**src/rtl/cva6_lsu_model_pkg.sv**
```systemverilog
// Shared types and helpers for the store-buffer LSU model.
package cva6_lsu_model_pkg;

  localparam int unsigned MAX_ADDR_W = 64;

  typedef enum logic [1:0] {
    IDLE,
    WAIT_SB,
    REQ
  } load_state_e;

  typedef struct packed {
    logic                  valid;
    logic                  committed;
    logic [MAX_ADDR_W-1:0] addr;
  } sb_entry_t;

  // Equality of a and b restricted to bit range [hi-1:lo].
  function automatic logic addr_match(input logic [MAX_ADDR_W-1:0] a,
                                      input logic [MAX_ADDR_W-1:0] b,
                                      input int unsigned hi,
                                      input int unsigned lo);
    logic m;
    m = 1'b1;
    for (int unsigned i = 0; i < MAX_ADDR_W; i++) begin
      if ((i >= lo) && (i < hi) && (a[i] != b[i])) m = 1'b0;
    end
    return m;
  endfunction

endpackage

```
**src/rtl/cva6_lsu_store_buffer.sv**
```systemverilog
// In-order circular store buffer: speculative -> committed -> retired, with flush
// of speculative entries and a per-entry address match against a query address.
module cva6_lsu_store_buffer
  import cva6_lsu_model_pkg::*;
#(
  parameter int unsigned ADDR_W   = 32,
  parameter int unsigned SB_DEPTH = 4,
  parameter int unsigned CMP_HI   = 12,
  parameter int unsigned CMP_LO   = 3
) (
  input  logic                             clk,
  input  logic                             rst_n,
  input  logic                             push,
  input  logic [ADDR_W-1:0]                push_addr,
  input  logic                             commit,
  input  logic                             flush,
  input  logic                             store_resp,
  input  logic [ADDR_W-1:0]                query_addr,
  output logic                             full,
  output logic [$clog2(SB_DEPTH+1)-1:0]    count,
  output logic                             store_req,
  output logic [ADDR_W-1:0]                store_addr,
  output logic [SB_DEPTH-1:0]              match_vec
);

  localparam int unsigned PTR_W = $clog2(SB_DEPTH);
  localparam int unsigned CNT_W = $clog2(SB_DEPTH + 1);

  sb_entry_t        entries_q [SB_DEPTH];
  logic [PTR_W:0]   head_q, cmt_q, tail_q;
  logic [PTR_W:0]   head_d, cmt_d, tail_d;
  logic             commit_ok, retire, push_ok;
  logic [PTR_W-1:0] head_idx, cmt_idx, tail_idx;

  assign head_idx = head_q[PTR_W-1:0];
  assign cmt_idx  = cmt_q[PTR_W-1:0];
  assign tail_idx = tail_q[PTR_W-1:0];

  // Extra pointer MSB distinguishes full from empty.
  assign full       = (head_q[PTR_W] != tail_q[PTR_W]) && (head_idx == tail_idx);
  assign count      = CNT_W'(tail_q - head_q);
  assign store_req  = entries_q[head_idx].valid && entries_q[head_idx].committed;
  assign store_addr = ADDR_W'(entries_q[head_idx].addr);

  always_comb begin
    commit_ok = commit && (cmt_q != tail_q);
    retire    = store_resp && store_req;
    push_ok   = push && !flush && !full;
    head_d    = head_q + (PTR_W + 1)'(retire);
    cmt_d     = cmt_q + (PTR_W + 1)'(commit_ok);
    tail_d    = flush ? cmt_d : (tail_q + (PTR_W + 1)'(push_ok));
  end

  always_comb begin
    match_vec = '0;
    for (int unsigned i = 0; i < SB_DEPTH; i++) begin
      match_vec[i] = entries_q[i].valid &&
                     addr_match(entries_q[i].addr, MAX_ADDR_W'(query_addr), CMP_HI, CMP_LO);
    end
  end

  always_ff @(posedge clk or negedge rst_n) begin
    if (!rst_n) begin
      head_q <= '0;
      cmt_q  <= '0;
      tail_q <= '0;
    end else begin
      head_q <= head_d;
      cmt_q  <= cmt_d;
      tail_q <= tail_d;
    end
  end

  // Commit is applied after the flush sweep so the entry committed this cycle survives.
  always_ff @(posedge clk or negedge rst_n) begin
    if (!rst_n) begin
      for (int unsigned i = 0; i < SB_DEPTH; i++) entries_q[i] <= '0;
    end else begin
      if (flush) begin
        for (int unsigned i = 0; i < SB_DEPTH; i++) begin
          if (entries_q[i].valid && !entries_q[i].committed) entries_q[i].valid <= 1'b0;
        end
      end
      if (commit_ok) begin
        entries_q[cmt_idx].valid     <= 1'b1;
        entries_q[cmt_idx].committed <= 1'b1;
      end
      if (retire) entries_q[head_idx].valid <= 1'b0;
      if (push_ok) begin
        entries_q[tail_idx] <= '{valid: 1'b1, committed: 1'b0, addr: MAX_ADDR_W'(push_addr)};
      end
    end
  end

endmodule

```
**config.mk**
```make
export PLATFORM = sky130hd
export DESIGN_NAME = cva6_lsu_store_buffer
export DESIGN_NICKNAME = d
export VERILOG_FILES = /design/src/rtl/cva6_lsu_model_pkg.sv /design/src/rtl/cva6_lsu_store_buffer.sv
export SDC_FILE = /design/constraint.sdc
export NUM_CORES = 1
export LEC_CHECK = 0
export CAP_MARGIN = 40
export CELL_PAD_IN_SITES_DETAIL_PLACEMENT = 0
export CELL_PAD_IN_SITES_GLOBAL_PLACEMENT = 1
export CORE_UTILIZATION = 35
export CTS_CLUSTER_SIZE = 28
export DETAILED_ROUTE_END_ITERATION = 8
export DONT_BUFFER_PORTS = 1
export PLACE_DENSITY = 0.54
export SLEW_MARGIN = 20
export SYNTH_ARGS = -nofsm -noshare
export SYNTH_HDL_FRONTEND = slang
export SYNTH_SLANG_ARGS = --single-unit
export TNS_END_PERCENT = 50
```
**constraint.sdc**
```tcl
create_clock -name clk -period 3.3 [get_ports clk]
set_clock_uncertainty 0.15 [all_clocks]
set_input_delay 0.66 -clock clk [delete_from_list [all_inputs] [get_ports clk]]
set_output_delay 0.66 -clock clk [all_outputs]
set_load 0.005 [all_outputs]
```
Yosys cells after proc, flatten, opt, wreduce, memory -nomap -nowiden
Index checks and enable logic that the tools add are counted.
{ "totals": {"register_bits": 273, "input_bits": 70, "out_inout_bits": 41} }
{ "op_classes": {"n_addsub": 4, "order_cmp": 6, "n_eq_ne": 39, "n_mux": 63, "bitwise": 3, "reduce_logical": 23} }
{ "ops": {"columns": ["cell", "n"], "rows": [
  ["bitwise mux 264 bit", 4],
  ["2-to-1 mux 264 bit", 3],
  ["demux 66 bit (select 2 bit)", 4],
  ["2-to-1 mux 66 bit", 5],
  ["binary-select mux 66 bit (select 2 bit)", 1],
  ["2-to-1 mux 65 bit", 1],
  ["2-to-1 mux 1 bit", 44],
  ["inequality test 1 bit", 37],
  ["logical AND 1 bit", 17],
  ["adder 3 x 1 -> 3 bit", 3],
  ["greater-or-equal comparator 3 bit (second input constant)", 3],
  ["less-than comparator 3 x 1 -> 1 bit (second input constant)", 3],
  ["NOT 2 -> 3 bit", 3],
  ["zero test 1 bit", 6],
  ["2-to-1 mux 3 bit", 1],
  ["inequality test 3 bit", 1],
  ["subtractor 3 bit", 1],
  ["== test 2 bit", 1]
]} }

Longest topological paths before layout
Gate-level depths: netlist of run 1.
{ "logic_depth": {"ltp_word": 12, "mapped_depth": 11} }

Worst setup path after synthesis of run 1
No wires, ideal clock.
{ "synth_path": {"kind": "flip-flop to flip-flop", "startpoint": "register head_q[1]", "endpoint": "register tail_q[1]", "t_arrival_ns": 2.536, "t_required_ns": 3.025, "setup_slack_ns": 0.489, "path_stages_with_launch": 11, "path_buffers": 2, "period_less_slack_ns": 2.811, "cell_sequence": "dfrtp_1 > clkbuf_1 > buf_1 > inv_1 > ha_1 > nand2_1 > nor2_1 > nor2b_1 > ha_1 > ha_1 > mux2_2"} }
{ "synth_via": {"elab_chain_len": 6} }
{ "synth_lines": {"columns": ["item", "line", "text"], "rows": [
  ["start: declaration", "cva6_lsu_store_buffer.sv:30", "logic [PTR_W:0] head_q, cmt_q, tail_q;"],
  ["start signal: assignment", "cva6_lsu_store_buffer.sv:64", "head_q <= '0;"],
  ["start signal: assignment", "cva6_lsu_store_buffer.sv:68", "head_q <= head_d;"],
  ["== test 2 bit", "cva6_lsu_store_buffer.sv:40", "assign full = (head_q[PTR_W] != tail_q[PTR_W]) && (head_idx == tail_idx);"],
  ["logical AND 1 bit", "cva6_lsu_store_buffer.sv:40", null],
  ["via full", "cva6_lsu_store_buffer.sv:19", "output logic full,"],
  ["zero test 1 bit", "cva6_lsu_store_buffer.sv:48", "push_ok = push && !flush && !full;"],
  ["logical AND 1 bit", "cva6_lsu_store_buffer.sv:48", null],
  ["adder 3 x 1 -> 3 bit", "cva6_lsu_store_buffer.sv:51", "tail_d = flush ? cmt_d : (tail_q + (PTR_W + 1)'(push_ok));"],
  ["2-to-1 mux 3 bit", "cva6_lsu_store_buffer.sv:51", null],
  ["via tail_d[1]", "cva6_lsu_store_buffer.sv:31", "logic [PTR_W:0] head_d, cmt_d, tail_d;"],
  ["end signal: assignment", "cva6_lsu_store_buffer.sv:70", "tail_q <= tail_d;"],
  ["end: declaration", "cva6_lsu_store_buffer.sv:30", null]
]} }
The timed path passes the listed nets, and every way through them passes these cells.

Worst setup path after layout of run 1
{ "layout_path": {"startpoint": "register tail_q[1]", "endpoint": "output count[2]"} }
{ "layout_via": {"elab_chain_len": 1} }
{ "layout_lines": {"columns": ["item", "line", "text"], "rows": [
  ["subtractor 3 bit", "cva6_lsu_store_buffer.sv:41", "assign count = CNT_W'(tail_q - head_q);"],
  ["end: declaration", "cva6_lsu_store_buffer.sv:20", "output logic [$clog2(SB_DEPTH+1)-1:0] count,"]
]} }
No other way between the ends.

==> results.cfg, run 1 <==
[sta]
worstMarginPinSlew_ns = 0.810
fin_crit_ns = 2.88
final_max_slew_viol_count = 0
max_freq_ghz = 0.347
hold_slack_ns = -0.221
period_share_pct = 87.4
rsz0062_at_grt = no
relSlewSlack_pct = 45.9
setup_violations = 0
finalSetupTns_ns = 0
hold_violations = 145

[run_status]
status = finished with violations
violations = negative hold slack

[setup_path]
critPathCaptureType = primary output
arrival_ns = 2.07
critical_path.max_stage_delay_ns = 0.67
cp_top_family = flip-flops
slowest_stage = dfrtp_1
required_ns = 2.49
critPathMaxFanout = 12
reg2regPathDepth = 6
worstPathCellList = inv_1, fa_1, xnor2_1
critPathKind = reg -> out
crit_buf_inv = 1
critPathLaunchType = register
cp.depth = 3

[yosys]
synth_seq_area_share_pct = 50.9
synth_area_leaders = dfrtp_1, mux2_2, mux4_2, xnor2_1, mux2_1
syn_nets = 550
synth_seq_cells = 145
avgSynthCellArea_um2 = 15.1
synth_top_family_by_area = multiplexers
synth_cell_types = 40
muxShareOfSynthArea_pct = 31.1
synth-simple-area-share_pct = 2.97
synth_edf_count = 0
yosys_warnings = 0
syn_inst = 471
synth_area_leader_cell = dfrtp_1
synth_fa_ha_area_share_pct = 1.68
netlist_area_um2 = 7130
synth_xor_area_share_pct = 5.79
synthArstFlopShare_pct = 100
synth_top_area_share_pct = 50.9
ys.flop_type = dfrtp_1
synth_compound_area_share_pct = 4.07

[cells_and_area]
nets = 547
areaGrowthSynthToFinish_pct = 11.1
num_antenna_cells = 0
layout_commonest_cell = dfrtp_1
drive_gt1_share_pct = 39.7
final_cell_mix = dfrtp_1, mux2_2, xnor2_1, mux4_2, mux2_1

[floorplanning]
ioPinCount = 111
core_area_um2 = 19700
start_util_pct = 36.2
dieArea_um2 = 20900
fp.dieH_um = 145
chipWidth_um = 145
num_rows = 51

[global_routing]
grt_antenna_before_repair = 0
grt_pass1_vias = 4269
grt_pass1_wl_mm = 25.0
gr-total-overflow = 0
grt_usage_pct = 16.5
grt_max_degree = 146

[drt]
drtAntennaViolNets = 0
viasPerCell = 5.19
drc = 0
drt-pass1-iter-count = 4
routed_wl_mm = 15.8
initialDrtViolationCount = 129
wl_per_cell_um = 21.1
vias = 3870

[placement]
place_congestion = 0.762
dp_hpwl_mm = 10.1
port_buffers = 0

[job]
maxCapViolations = 0

[cts]
clockBufferDepth = 2
cts_tree = built
cts_root_buf = clkbuf_16
clk_pin_slew_worst_paths_ns = 0.07
cts-buffers-inserted = 17
cts_resized = 0
worstSkewPairLatency_ns = 0.42
clock-sinks = 145
cts.htree.levels = 4

[power]
p_sw_mw = 2.77
peakVddDrop_mv = 0.354
clkPwrFrac_pct = 22.8
p_leak_nw = 3.25
power_frac_seq_pct = 39.8
p_total_mw = 8.36
switching_share_pct = 33.1
power_density_nw_per_um2 = 1050
p_comb_share_pct = 37.4
power.internal_mw = 5.59

[worst_hold_path]
hp-class = in -> async
worst paths after layout:
| kind | from | end | slack [ns] |
|---|---|---|---|
| setup / recovery | tail_q[1] | count[2] | 0.42 |
| hold / removal | rst_n | entries_q[205] | -0.22 |
| setup reg to reg | tail_q[0] | entries_q[138] | 0.59 |
| hold reg to reg | entries_q[156] | entries_q[156] | 0.34 |
| max in group asynchronous | rst_n | head_q[1] | 2.94 |
| min in group clk | flush | tail_q[2] | 0.20 |
per-stage QoR:
step                setup WS [ns]  utilization, %  cells  cell area [um2]
floorplan                   0.489               -    471             7130
global placement            0.602            37.2    714             7340
detailed placement          0.595            37.2    714             7340
CTS                         0.346            40.2    746             7920
global route                0.292            40.2    746             7920
finish                      0.417            40.2    746             7920
area by class of cell:
cell class,instances,area (um2)
repair buffers,11,95.1
clock inverters,14,156
multi-input cells,285,3250
fillers,1797,11800
clock buffers,18,429
inverters,8,30.0
flip-flops and latches,145,3630
well taps,265,332
state kept, by name, indices dropped and copies added, names as in the netlist:
| signal | cells |
|---|---|
| cmt_q | 3 |
| entries_q | 136 |
| head_q | 3 |
| tail_q | 3 |
Yosys cell counts, types with 6 or more instances:
cell        n
dfrtp_1   145
mux2_2    101
xnor2_1    39
mux4_2     32
mux2_1     21
clkbuf_1   13
buf_6      12
nand2_1     9
ha_1        8
mux2_4      8
nand4_1     8
inv_1       7
buf_2       6
cell families (layout without fill, tap and decap cells):
kind of cell	Yosys count	after routing
mux	162	162
flops	145	145
xor+xnor	45	45
buf+inv	41	51
simple gates	40	40
compound gates	29	29
fa+ha+maj	9	9
power groups by stage:
stage | sequential (mW) | combinational [mW] | clock, mW
after floorplan | 3.12 | 2.67 | 0
after global placement | 3.29 | 3.16 | 0
after detailed placement | 3.36 | 3.22 | 0
after CTS | 3.33 | 3.23 | 1.97
after global routing | 3.46 | 3.43 | 2.05
final | 3.32 | 3.13 | 1.91
timing repair:
| action | CTS | global route |
|---|---|---|
| endpoints found under the hold margin | 145 | 145 |
| setup endpoints to repair | 0 | 0 |
| buffers inserted | 0 | 0 |
per-layer routing:
layer  share of wire (%)  vias to the layer above  wire length, um  global-route usage (%)
met5                   0                        -                0                       0
met4                 1.3                        0              208                    5.32
met3                 6.1                       14              962                    5.30
met2                  50                       80             7870                    27.2
met1                  43                     2051             6720                    20.4
li1                    -                     1725                -                       -
worst register-to-register path, delay by kind of cell, from the launching register on:
family | cells | cell delay, ns
DFF | 1 | 0.58
buffers and inverters | 2 | 0.64
AOI/OAI and AO/OA | 1 | 0.24
muxes | 1 | 0.42
and+or+nand+nor | 1 | 0.23
adders and majority gates | 1 | 0.34
Power figures use the tool's default switching activity.
==> run 2: changes to the inputs <==
clock period = 3.5 ns   (was 3.3 ns; I/O delays follow)
==> results.cfg, run 2 (synthesis results as in run 1) <==
[run_status]
status = finished with violations
violations = negative hold slack

[placement]
place_area_um2 = 7320
numPlacedInstances = 712
dp_hpwl_mm = 10.0
place_congestion = 0.744
port_buffers = 0

[cells_and_area]
layout_commonest_cell = dfrtp_1
fin_cells = 746
post-route-util_pct = 40.2
areaGrowthSynthToFinish_pct = 11.1
nets = 547
finalInstanceArea_um2 = 7920
largest_register_ffs = 136
nFillCells = 1784
drive_gt1_share_pct = 39.5
final_cell_mix = dfrtp_1, mux2_2, xnor2_1, mux4_2, mux2_1
num_antenna_cells = 0
largest-register = entries_q

[global_routing]
gr-total-overflow = 0
grt_usage_pct = 16.3
grt_pass1_vias = 4282
grt_pass1_wl_mm = 24.7
busiest_layer = met2
use_met2_pct = 27.1
grt_max_degree = 146
grtUsageMet3_pct = 5.59
grt_antenna_before_repair = 0
use_met1_pct = 19.7

[drt]
routed_wl_mm = 15.6
vias = 3852
wl_per_cell_um = 20.9
initialDrtViolationCount = 222
viasPerCell = 5.16
drtAntennaViolNets = 0
drc = 0
drt-pass1-iter-count = 4

[cts]
worstSkewPairLatency_ns = 0.42
clk_pin_slew_worst_paths_ns = 0.06
cts-buffers-inserted = 17
cts_root_buf = clkbuf_16
cts_tree = built
post_cts_buffers = 0
clockBufferDepth = 2
cts_resized = 0
clock-sinks = 145
cts.htree.levels = 4

[floorplanning]
ioPinCount = 111
start_util_pct = 36.2
num_rows = 51
fp.dieH_um = 145
core_area_um2 = 19700
dieArea_um2 = 20900
chipWidth_um = 145

[setup_path]
critPathCaptureType = primary output
cp_top_family = flip-flops
required_ns = 2.65
critical_path.max_stage_delay_ns = 0.70
r2r-start = tail_q[0]
crit_buf_inv = 1
cp.depth = 3
critPathLaunchType = register
worstPathCellList = inv_1, fa_1, xnor2_1
arrival_ns = 2.12
r2r_setup_slack_ns = 0.72
r2r-end = entries_q[132]
cp-startpoint = tail_q[1]
crit_end = count[2]
critPathMaxFanout = 12
reg2regPathDepth = 6
slowest_stage = dfrtp_1
critPathKind = reg -> out

[power]
switching_share_pct = 33.1
clkPwrFrac_pct = 22.6
p_comb_share_pct = 37.7
power_density_nw_per_um2 = 993
p_leak_nw = 3.25
peakVddDrop_mv = 0.392
power.internal_mw = 5.27
p_sw_mw = 2.60
power_frac_seq_pct = 39.8

[sta]
fin_crit_ns = 2.97
finalSetupTns_ns = 0
hold_violations = 145
worstMarginPinSlew_ns = 0.658
final_max_slew_viol_count = 0
relSlewSlack_pct = 56.2
rsz0062_at_grt = no
setup_violations = 0
hold_slack_ns = -0.185
period_share_pct = 84.8
max_freq_ghz = 0.337

[job]
maxCapViolations = 0

[worst_hold_path]
hp-class = in -> async
## run 2: changes by cell type in the layout (fill, tap and decap cells not counted)
cell,before,now
buf_12,1,2
inv_6,3,1
clkinv_4,6,4
clkbuf_1,1,2
buf_4,10,8
clkinvlp_4,1,2
clkbuf_4,0,1
clkinv_2,2,4
## run 2: final cells by class
| type | count | area [um2] | share of cell area, % |
|---|---|---|---|
| sequential | 145 | 3630 | 45.8 |
| inverter | 8 | 30.0 | 0.379 |
| tap | 265 | 332 | 4.19 |
| clock inverter | 13 | 139 | 1.75 |
| multi-input combinational | 285 | 3250 | 41.0 |
| timing repair buffer | 11 | 108 | 1.36 |
| clock buffer | 19 | 433 | 5.47 |
## run 2: per-layer routing
metal	wire length, um	vias to the layer above	part of all wire (%)
met4	209	0	1.3
met1	6660	2039	43
li1	-	1721	-
met3	1010	16	6.5
met5	0	-	0
met2	7740	76	50
## run 2: power by group through the flow
stage	sequential [mW]	clock (mW)	combinational, mW
after global placement	3.10	0	2.95
final	3.13	1.77	2.96
after global routing	3.25	1.91	3.25
after floorplan	2.94	0	2.52
after CTS	3.13	1.84	3.02
after detailed placement	3.16	0	3.02
## run 2: worst min path at each step
stage	startpoint	to	slack [ns]	cells after the start
5_1_grt	rst_n	entries_q[7]	-0.21	0
4_1_cts	rst_n	entries_q[7]	-0.21	0
3_5_place_dp	rst_n	entries_q[7]	0.26	0
2_1_floorplan	rst_n	cmt_q[0]	0.25	0
6_report	rst_n	entries_q[7]	-0.19	0
3_3_place_gp	rst_n	entries_q[7]	0.26	0
## run 2: through the flow
stage | power, mW | setup WS (ns)
2_1_floorplan | 5.46 | 0.689
3_3_place_gp | 6.05 | 0.693
3_5_place_dp | 6.18 | 0.671
4_1_cts | 7.99 | 0.499
5_1_grt | 8.41 | 0.433
6_report | 7.86 | 0.531
==> run 3: changes to the inputs <==
PLACE_DENSITY = 0.56   (was 0.54)
clock period = 2.6 ns   (was 3.5 ns; I/O delays follow)
==> results.cfg, run 3 (synthesis results as in run 1) <==
[cells_and_area]
largest_register_ffs = 136
nets = 553
fin_cells = 752
largest-register = entries_q
nFillCells = 1804
layout_commonest_cell = dfrtp_1
drive_gt1_share_pct = 41.7
areaGrowthSynthToFinish_pct = 12.9
final_cell_mix = dfrtp_1, mux2_2, xnor2_1, mux4_2, mux2_1
post-route-util_pct = 40.8
num_antenna_cells = 0

[global_routing]
grt_pass1_wl_mm = 24.7
grt_usage_pct = 16.4
grt_pass1_vias = 4368
gr-total-overflow = 0
grt_antenna_before_repair = 0
grt_max_degree = 146

[placement]
dp_hpwl_mm = 10.2
place_congestion = 0.744
numPlacedInstances = 719
port_buffers = 0

[setup_path]
r2r-start = tail_q[0]
reg2regPathDepth = 6
critPathKind = reg -> out
critPathMaxFanout = 6
r2r_setup_slack_ns = 0.39
critPathCaptureType = primary output
r2r-end = entries_q[85]
arrival_ns = 1.82
required_ns = 1.93
critPathLaunchType = register

[floorplanning]
core_area_um2 = 19700
num_rows = 51
ioPinCount = 111
start_util_pct = 36.2
chipWidth_um = 145
dieArea_um2 = 20900
fp.dieH_um = 145

[cts]
cts.htree.levels = 4
cts-buffers-inserted = 17
cts_root_buf = clkbuf_16
worstSkewPairLatency_ns = 0.42
clk_pin_slew_worst_paths_ns = 0.06
cts_tree = built
clockBufferDepth = 2
clock-sinks = 145

[power]
power_density_nw_per_um2 = 1340
peakVddDrop_mv = 0.496
p_leak_nw = 3.32

[run_status]
violations = negative hold slack
status = finished with violations

[drt]
drtAntennaViolNets = 0
wl_per_cell_um = 20.8
viasPerCell = 5.14
routed_wl_mm = 15.7
initialDrtViolationCount = 135
drt-pass1-iter-count = 4
drc = 0
vias = 3863

[sta]
hold_violations = 145
worstMarginPinSlew_ns = 0.452
hold_slack_ns = -0.362
final_max_slew_viol_count = 0
relSlewSlack_pct = 69.7
finalSetupTns_ns = 0
rsz0062_at_grt = no
max_freq_ghz = 0.401
fin_crit_ns = 2.49
setup_violations = 0
period_share_pct = 95.9

[job]
maxCapViolations = 0

[worst_hold_path]
hp-class = in -> async
run 3: repair_timing:
item,in CTS,in global routing
endpoints found under the setup margin,1,3
pin swaps,0,0
gates resized for setup,1,5
setup buffers,0,0
endpoints found under the hold margin,145,145
run 3: per-stage QoR:
stage / setup slack, ns / instance area (um2) / power [mW] / hold WS [ns]
detailed placement: 0.200 / 7420 / 8.43 / 0.0783
floorplan: 0.0359 / 7130 / 7.35 / 0.0744
global route: 0.0195 / 8050 / 11.6 / -0.397
global placement: 0.257 / 7420 / 8.29 / 0.0776
finish: 0.107 / 8050 / 10.8 / -0.362
CTS: 0.0211 / 8020 / 11.0 / -0.384
run 3: how the worst max path moves through the flow:
| stage | start | endpoint | slack [ns] | cells past startpoint |
|---|---|---|---|---|
| after floorplan | head_q[1] | tail_q[1] | 0.04 | 10 |
| after global placement | push | entries_q[88] | 0.26 | 4 |
| after detailed placement | push | entries_q[15] | 0.20 | 4 |
| after CTS | head_q[1] | count[2] | 0.02 | 3 |
| after global routing | tail_q[1] | count[1] | 0.02 | 4 |
| final | tail_q[1] | count[1] | 0.11 | 4 |
run 3: routing by layer:
layer | routed length [um] | GRT usage [%] | vias to the layer above
li1 | - | - | 1740
met1 | 6570 | 19.2 | 2045
met2 | 7940 | 28.0 | 70
met3 | 1020 | 6.02 | 8
met4 | 140 | 4.82 | 0
met5 | 0 | 0 | -
run 3: critical path: stages (launching register included):
cell and delay [ns]:
dfrtp_2 0.46, buf_6 0.16, clkinvlp_4 0.16, fa_2 0.57, inv_1 0.05
run 3: layout make-up:
type | instances | area [um2] | share of cell area (%)
clock buffer | 17 | 425 | 5.29
clock inverter | 15 | 170 | 2.11
inverter | 8 | 33.8 | 0.420
multi-input combinational | 285 | 3260 | 40.5
sequential | 145 | 3630 | 45.1
tap | 265 | 332 | 4.12
timing repair buffer | 17 | 194 | 2.41
run 3: where the power goes:
group          internal [mW]  switching (mW)  leakage, nW
clock                   1.45            1.05        0.299
combinational           2.37            1.77         1.28
sequential              3.41           0.780         1.74
total                   7.23            3.59         3.32
